File: src/rtl/soc_timer_cmd_seq.sv
`default_nettype none
// ============================================================================
//  Module   : soc_timer_cmd_seq
//  Brief    : Expands START/STOP/CLEAR/READ64 commands into ordered register
//             transactions on the SoC timer req/gnt/r_valid port.
//  Revision : 1.0 - initial release
// ============================================================================
module soc_timer_cmd_seq #(
    parameter int ID_WIDTH  = 5,
    parameter int TXN_ID    = 0,
    parameter int MAX_RETRY = 3
) (
    input  logic                clk_i,
    input  logic                rst_i,
    input  logic                cmd_valid_i,
    output logic                cmd_ready_o,
    input  logic [1:0]          cmd_op_i,
    input  logic [31:0]         cmd_period_i,
    input  logic                cmd_oneshot_i,
    input  logic [7:0]          cmd_presc_i,
    output logic                rsp_valid_o,
    output logic [63:0]         rsp_data_o,
    output logic                rsp_err_o,
    output logic                tmr_req_o,
    output logic [31:0]         tmr_addr_o,
    output logic                tmr_wen_o,
    output logic [31:0]         tmr_wdata_o,
    output logic [3:0]          tmr_be_o,
    output logic [ID_WIDTH-1:0] tmr_id_o,
    input  logic                tmr_gnt_i,
    input  logic                tmr_r_valid_i,
    input  logic [31:0]         tmr_r_rdata_i
);

    localparam int c_RETRY_W = (MAX_RETRY > 0) ? $clog2(MAX_RETRY + 1) : 1;
    localparam logic [c_RETRY_W-1:0] c_MAX_RETRY = c_RETRY_W'(MAX_RETRY);
    localparam logic [ID_WIDTH-1:0]  c_TXN_ID    = ID_WIDTH'(TXN_ID);

    localparam logic [1:0] c_S_IDLE  = 2'd0;
    localparam logic [1:0] c_S_ISSUE = 2'd1;
    localparam logic [1:0] c_S_WAIT  = 2'd2;
    localparam logic [1:0] c_S_RESP  = 2'd3;

    localparam logic [1:0] c_OP_START  = 2'd0;
    localparam logic [1:0] c_OP_STOP   = 2'd1;
    localparam logic [1:0] c_OP_CLEAR  = 2'd2;
    localparam logic [1:0] c_OP_READ64 = 2'd3;

    localparam logic [31:0] c_A_CFG_LO = 32'h0000_0000;
    localparam logic [31:0] c_A_VAL_LO = 32'h0000_0008;
    localparam logic [31:0] c_A_VAL_HI = 32'h0000_000C;
    localparam logic [31:0] c_A_CMP_LO = 32'h0000_0010;

    logic [1:0]           r_state;
    logic [1:0]           r_op;
    logic [31:0]          r_period;
    logic                 r_oneshot;
    logic [7:0]           r_presc;
    logic [1:0]           r_step;
    logic [c_RETRY_W-1:0] r_retry;
    logic [31:0]          r_h0;
    logic [31:0]          r_lo;
    logic [31:0]          r_shadow;
    logic [63:0]          r_rsp_data;
    logic                 r_rsp_err;

    logic [31:0] w_cfg_start;
    logic [31:0] w_addr;
    logic        w_wen;
    logic [31:0] w_wdata;
    logic        w_last;
    logic        w_issue;

    // enable|reset|irq|cmp_clr plus one-shot and prescaler fields; mode64 stays 0
    assign w_cfg_start = {16'h0000, r_presc, 1'b0, (r_presc != 8'd0), r_oneshot,
                          1'b1, 1'b0, 1'b1, 1'b1, 1'b1};

    always_comb begin
        w_addr  = c_A_CFG_LO;
        w_wen   = 1'b1;
        w_wdata = 32'h0000_0000;
        w_last  = 1'b0;
        case (r_op)
            c_OP_START: begin
                w_wen  = 1'b0;
                w_last = (r_step == 2'd2);
                case (r_step)
                    2'd0: begin
                        w_addr  = c_A_CFG_LO;
                        w_wdata = 32'h0000_0000;
                    end
                    2'd1: begin
                        w_addr  = c_A_CMP_LO;
                        w_wdata = r_period;
                    end
                    default: begin
                        w_addr  = c_A_CFG_LO;
                        w_wdata = w_cfg_start;
                    end
                endcase
            end
            c_OP_STOP: begin
                w_wen   = 1'b0;
                w_last  = 1'b1;
                w_addr  = c_A_CFG_LO;
                w_wdata = r_shadow & ~32'h0000_0001;
            end
            c_OP_CLEAR: begin
                w_wen   = 1'b0;
                w_last  = 1'b1;
                w_addr  = c_A_CFG_LO;
                w_wdata = r_shadow | 32'h0000_0002;
            end
            default: begin
                w_wen  = 1'b1;
                w_last = (r_step == 2'd2);
                w_addr = (r_step == 2'd1) ? c_A_VAL_LO : c_A_VAL_HI;
            end
        endcase
    end

    // Address/data are derived from latched command state, so they stay put while gnt is withheld
    assign w_issue     = (r_state == c_S_ISSUE);
    assign tmr_req_o   = w_issue;
    assign tmr_addr_o  = w_issue ? w_addr  : 32'h0000_0000;
    assign tmr_wen_o   = w_issue ? w_wen   : 1'b1;
    assign tmr_wdata_o = w_issue ? w_wdata : 32'h0000_0000;
    assign tmr_be_o    = 4'hF;
    assign tmr_id_o    = c_TXN_ID;

    assign cmd_ready_o = (r_state == c_S_IDLE);
    assign rsp_valid_o = (r_state == c_S_RESP);
    assign rsp_data_o  = r_rsp_data;
    assign rsp_err_o   = r_rsp_err;

    always_ff @(posedge clk_i) begin
        if (rst_i) begin
            r_state    <= c_S_IDLE;
            r_op       <= c_OP_START;
            r_period   <= 32'h0000_0000;
            r_oneshot  <= 1'b0;
            r_presc    <= 8'h00;
            r_step     <= 2'd0;
            r_retry    <= '0;
            r_h0       <= 32'h0000_0000;
            r_lo       <= 32'h0000_0000;
            r_shadow   <= 32'h0000_0000;
            r_rsp_data <= 64'h0;
            r_rsp_err  <= 1'b0;
        end else begin
            case (r_state)
                c_S_IDLE: begin
                    if (cmd_valid_i) begin
                        r_op      <= cmd_op_i;
                        r_period  <= cmd_period_i;
                        r_oneshot <= cmd_oneshot_i;
                        r_presc   <= cmd_presc_i;
                        r_step    <= 2'd0;
                        r_retry   <= '0;
                        r_state   <= c_S_ISSUE;
                    end
                end
                c_S_ISSUE: begin
                    if (tmr_gnt_i) begin
                        r_state <= c_S_WAIT;
                    end
                end
                c_S_WAIT: begin
                    if (tmr_r_valid_i) begin
                        if (r_op == c_OP_READ64) begin
                            case (r_step)
                                2'd0: begin
                                    r_h0    <= tmr_r_rdata_i;
                                    r_step  <= 2'd1;
                                    r_state <= c_S_ISSUE;
                                end
                                2'd1: begin
                                    r_lo    <= tmr_r_rdata_i;
                                    r_step  <= 2'd2;
                                    r_state <= c_S_ISSUE;
                                end
                                default: begin
                                    // A moved high word means lo may have wrapped between reads
                                    if (tmr_r_rdata_i == r_h0) begin
                                        r_rsp_data <= {r_h0, r_lo};
                                        r_rsp_err  <= 1'b0;
                                        r_state    <= c_S_RESP;
                                    end else if (r_retry < c_MAX_RETRY) begin
                                        r_retry <= r_retry + c_RETRY_W'(1);
                                        r_step  <= 2'd0;
                                        r_state <= c_S_ISSUE;
                                    end else begin
                                        r_rsp_data <= {tmr_r_rdata_i, r_lo};
                                        r_rsp_err  <= 1'b1;
                                        r_state    <= c_S_RESP;
                                    end
                                end
                            endcase
                        end else if (w_last) begin
                            r_rsp_data <= 64'h0;
                            r_rsp_err  <= 1'b0;
                            r_state    <= c_S_RESP;
                            if (r_op == c_OP_START) begin
                                r_shadow <= w_cfg_start & ~32'h0000_0002;
                            end else if (r_op == c_OP_STOP) begin
                                r_shadow <= r_shadow & ~32'h0000_0001;
                            end
                        end else begin
                            r_step  <= r_step + 2'd1;
                            r_state <= c_S_ISSUE;
                        end
                    end
                end
                default: begin
                    r_state <= c_S_IDLE;
                end
            endcase
        end
    end

endmodule
`default_nettype wire

File: config.mk
export PLATFORM = sky130hd
export DESIGN_NAME = soc_timer_cmd_seq
export DESIGN_NICKNAME = d
export VERILOG_FILES = /design/src/rtl/soc_timer_cmd_seq.sv
export SDC_FILE = /design/constraint.sdc
export NUM_CORES = 1
export LEC_CHECK = 0
export ABC_AREA = 1
export CAP_MARGIN = 20
export CORE_MARGIN = 2
export CORE_UTILIZATION = 24
export DETAILED_ROUTE_END_ITERATION = 8
export SLEW_MARGIN = 25
export SYNTH_ARGS = -nofsm -noshare
export SYNTH_HDL_FRONTEND = slang
export SYNTH_SLANG_ARGS = --single-unit
File: constraint.sdc
create_clock -name clk_i -period 3.9 [get_ports clk_i]
set_clock_uncertainty 0.2 [all_clocks]
set_input_delay 0.78 -clock clk_i [delete_from_list [all_inputs] [get_ports clk_i]]
set_output_delay 0.78 -clock clk_i [all_outputs]
set_load 0.005 [all_outputs]
==> insert_results.sql <==
INSERT INTO impl_metrics (metric_group, metric, value, unit) VALUES
('grt', 'grtUsageTotal', '13.8', '%'),
('grt', 'grt_overflow', '0', ''),
('clocking', 'cts_buffers', '17', ''),
('clocking', 'clock_insertion_delay_worst_skew', '440', 'ps'),
('route', 'drc_markers', '0', ''),
('pwr', 'power.internal', '3.36', 'mW'),
('pwr', 'switching_share_of_power', '29.2', '%'),
('grt', 'grt_start_max_net_pins', '117', ''),
('hold_path', 'hp-class', 'flip-flop to flip-flop', ''),
('pwr', 'power.share.combinational', '17.0', '%'),
('floorplanning', 'io-pin-count', '222', ''),
('floorplanning', 'die_width', '195', 'um'),
('clocking', 'clk_pin_slew', '80', 'ps'),
('synthesis', 'netlist_area', '8740', 'um^2'),
('route', 'routed_via_density', '4.29', ''),
('finish', 'drive_above_1_share', '4.50', '%'),
('floorplanning', 'fp.coreArea', '35700', 'um^2'),
('sta', 'final_critical_path_required_period', '3700', 'ps'),
('synthesis', 'syn_inst', '1284', ''),
('route', 'vias', '8163', ''),
('grt', 'antenna_found_initial', '1', ''),
('placed_design', 'place_area', '10900', 'um^2'),
('synthesis', 'synthDistinctLibCells', '29', ''),
('synthesis', 'synthAdderAreaFrac', '1.72', '%'),
('sta', 'fmax', '271', 'MHz'),
('status', 'status', 'finished clean', ''),
('pwr', 'power_leakage', '4.86', 'nW'),
('synthesis', 'post-synth-top-area-fraction', '43.5', '%'),
('floorplanning', 'design.die.area', '38000', 'um^2'),
('grt', 'first_global_vias', '7530', ''),
('grt', 'grt_util_met1', '17.9', '%'),
('setup_path', 'worst_setup_path_start_kind', 'flip-flop', ''),
('route', 'drtAntennaViolNets', '0', ''),
('setup_path', 'data_required_time_of_the_worst_path', '2920', 'ps'),
('grt', 'gr-usage-met2', '22.5', '%'),
('clocking', 'cts_setup_buffers', '0', ''),
('setup_path', 'arrival', '2720', 'ps'),
('floorplanning', 'initial_utilization', '24.5', '%'),
('synthesis', 'synth_seq_cells', '190', ''),
('finish', 'stdcell_area', '11500', 'um^2'),
('route', 'wire_length_reported_by_the_detailed_router', '26200', 'um'),
('pwr', 'net-switching-power', '1.38', 'mW'),
('pwr', 'power.sequential.fraction', '44.7', '%'),
('synthesis', 'largest_family_of_logic_cells_by_synthesized_area', 'simple AND/OR/NAND/NOR gates', ''),
('run', 'max-cap-violations', '0', ''),
('clocking', 'cts.sinks', '190', ''),
('sta', 'slew_headroom', '43.7', '%'),
('route', 'detailedRoute.firstPassIterationCount', '5', ''),
('sta', 'setup_violation_total_in_the_final_timing_report', '0', ''),
('setup_path', 'timing.critical_path.fanout_max', '18', ''),
('route', 'initialDrtViolationCount', '537', ''),
('synthesis', 'synthesis.area_per_instance', '6.81', 'um^2'),
('floorplanning', 'chipHeight', '195', 'um'),
('clocking', 'cts_tree', 'yes', ''),
('finish', 'design.final.nets', '1522', ''),
('grt', 'global_route_track_usage_on_met3', '3.02', '%'),
('grt', 'grt_pass1_wl', '41200', 'um'),
('synthesis', 'yosysTopAreaCell', 'dfxtp_1', ''),
('sta', 'max_slew.worst_pin.slew', '844', 'ps'),
('synthesis', 'post_synth_and_or_nand_nor_area_fraction', '26.4', '%'),
('finish', 'layout.filler_cells', '3867', ''),
('setup_path', 'end_kind', 'primary output', ''),
('clocking', 'htree_levels', '4', ''),
('pwr', 'clock_power_share', '38.3', '%'),
('sta', 'drv_slew', '0', ''),
('synthesis', 'synth_area_leaders', 'dfxtp_1 44%, nor2_1 13%, nand2_1 10%', ''),
('synthesis', 'synth_seq_area_share', '43.5', '%'),
('sta', 'portion_of_the_clock_cycle_consumed_by_the_worst_path_in_the_final_layout', '94.8', '%'),
('finish', 'synthToLayoutAreaGrowth', '31.5', '%'),
('synthesis', 'post_synth_xor_area_fraction', '2.30', '%'),
('route', 'detail_route.wl_per_cell', '13.8', 'um');
==> sequential cells by signal (all words and copies together), names as in the netlist <==
signal / count
r_presc: 8
rsp_err_o: 1
r_state: 2
r_retry: 2
r_op: 2
r_h0: 32
rsp_data_o: 64
r_lo: 32
r_oneshot: 1
r_shadow: 12
r_period: 32
r_step: 2
==> power groups by stage <==
stage	Combinational (mW)	Clock, mW	Sequential [mW]
3_5_place_dp	0.807	0	2.16
4_1_cts	0.812	1.88	2.12
3_3_place_gp	0.799	0	2.16
2_1_floorplan	0.488	0	2.15
5_1_grt	0.912	1.94	2.13
6_report	0.805	1.82	2.12
==> layer usage <==
layer | share of wire [%] | routed length (um)
met2 | 45 | 11900
met5 | 0 | 0
met1 | 48 | 12600
met4 | 2.1 | 545
met3 | 4.5 | 1190
==> cell type report <==
| class | count | area, um^2 | share of cell area [%] |
|---|---|---|---|
| sequential | 190 | 3800 | 33.1 |
| tap | 461 | 577 | 5.02 |
| timing repair buffer | 201 | 2020 | 17.5 |
| antenna | 1 | 2.50 | 0.0218 |
| clock inverter | 14 | 181 | 1.58 |
| inverter | 132 | 499 | 4.34 |
| clock buffer | 18 | 429 | 3.73 |
| multi-input combinational | 888 | 3990 | 34.7 |
==> stage by stage <==
stage / utilization (%) / hold slack, ps / setup slack (ps) / std cells / power (mW)
2_1_floorplan: - / 230 / 1270 / 1320 / 2.63
3_3_place_gp: 30.4 / 246 / 463 / 1872 / 2.96
3_5_place_dp: 30.4 / 259 / 418 / 1872 / 2.97
4_1_cts: 32.2 / 270 / 60.4 / 1904 / 4.81
5_1_grt: 32.2 / 287 / 24.5 / 1904 / 4.99
6_report: 32.2 / 267 / 204 / 1905 / 4.74
==> critical path, stage by stage, from the launching register on <==
cell and delay (ps):
dfxtp_1 320, inv_1 140, ha_1 400, nand2_1 170
nor2_1 240, clkinv_2 290, nor2_1 170, clkdlybuf4s50_1 550
==> logic make-up (layout without fill, tap and decap cells) <==
group / Yosys count / after routing
xor gates and xnor gates: 23 / 23
buffers and inverters: 242 / 365
adders and majority gates: 12 / 12
and+or+nand+nor: 588 / 588
AOI/OAI and AO/OA: 227 / 227
other: 2 / 39
DFF: 190 / 190
==> cell usage in the layout, fill, tap and decap left out, drive strengths merged <==
cell type | Yosys | layout
ha | 12 | 12
bufinv | 0 | 2
conb | 2 | 38
diode | 0 | 1
a31oi | 2 | 2
clkinv | 5 | 12
buf | 59 | 18
clkinvlp | 0 | 1
a22oi | 10 | 10
clkbuf | 51 | 18
nor4 | 2 | 2
nand3 | 11 | 11
dfxtp | 190 | 190
o211ai | 2 | 2
or2 | 5 | 5
nand4 | 17 | 17
o21ai | 124 | 124
inv | 127 | 131
nor3 | 2 | 2
o22ai | 1 | 1
nand2 | 239 | 239
a21oi | 88 | 88
clkdlybuf4s50 | 0 | 183
nor2 | 312 | 312
xnor2 | 23 | 23
==> cell usage after synthesis <==
cell	count
clkinv_1	5
or2_2	5
nor2_1	310
inv_1	125
buf_1	5
nor3_1	1
nor4_1	2
nand4_1	16
dfxtp_1	190
nor2_2	2
a21oi_1	87
buf_2	11
buf_4	39
clkbuf_1	51
nand3_1	11
a22oi_1	10
o21ai_0	124
buf_6	4
nand4_2	1
inv_2	2
a21oi_2	1
ha_1	12
conb_1	2
nand2_1	239
a31oi_1	2
o211ai_1	2
nor3_4	1
o22ai_1	1
xnor2_1	23
==> final timing paths <==
check | from | endpoint | slack, ps | depth (start not counted)
setup / recovery | r_step[1] | tmr_wdata_o[7] | 200 | 7
hold / removal | r_h0[17] | r_h0[17] | 270 | 2
setup reg to reg | r_op[1] | rsp_data_o[34] | 1140 | 9
hold reg to reg | r_h0[17] | r_h0[17] | 270 | 2
==> what timing repair did <==
item,4_1_cts,5_1_grt
resized for setup,1,1
endpoints found under the setup margin,18,8
hold buffers,0,0
(Power assumes the default switching activity.)
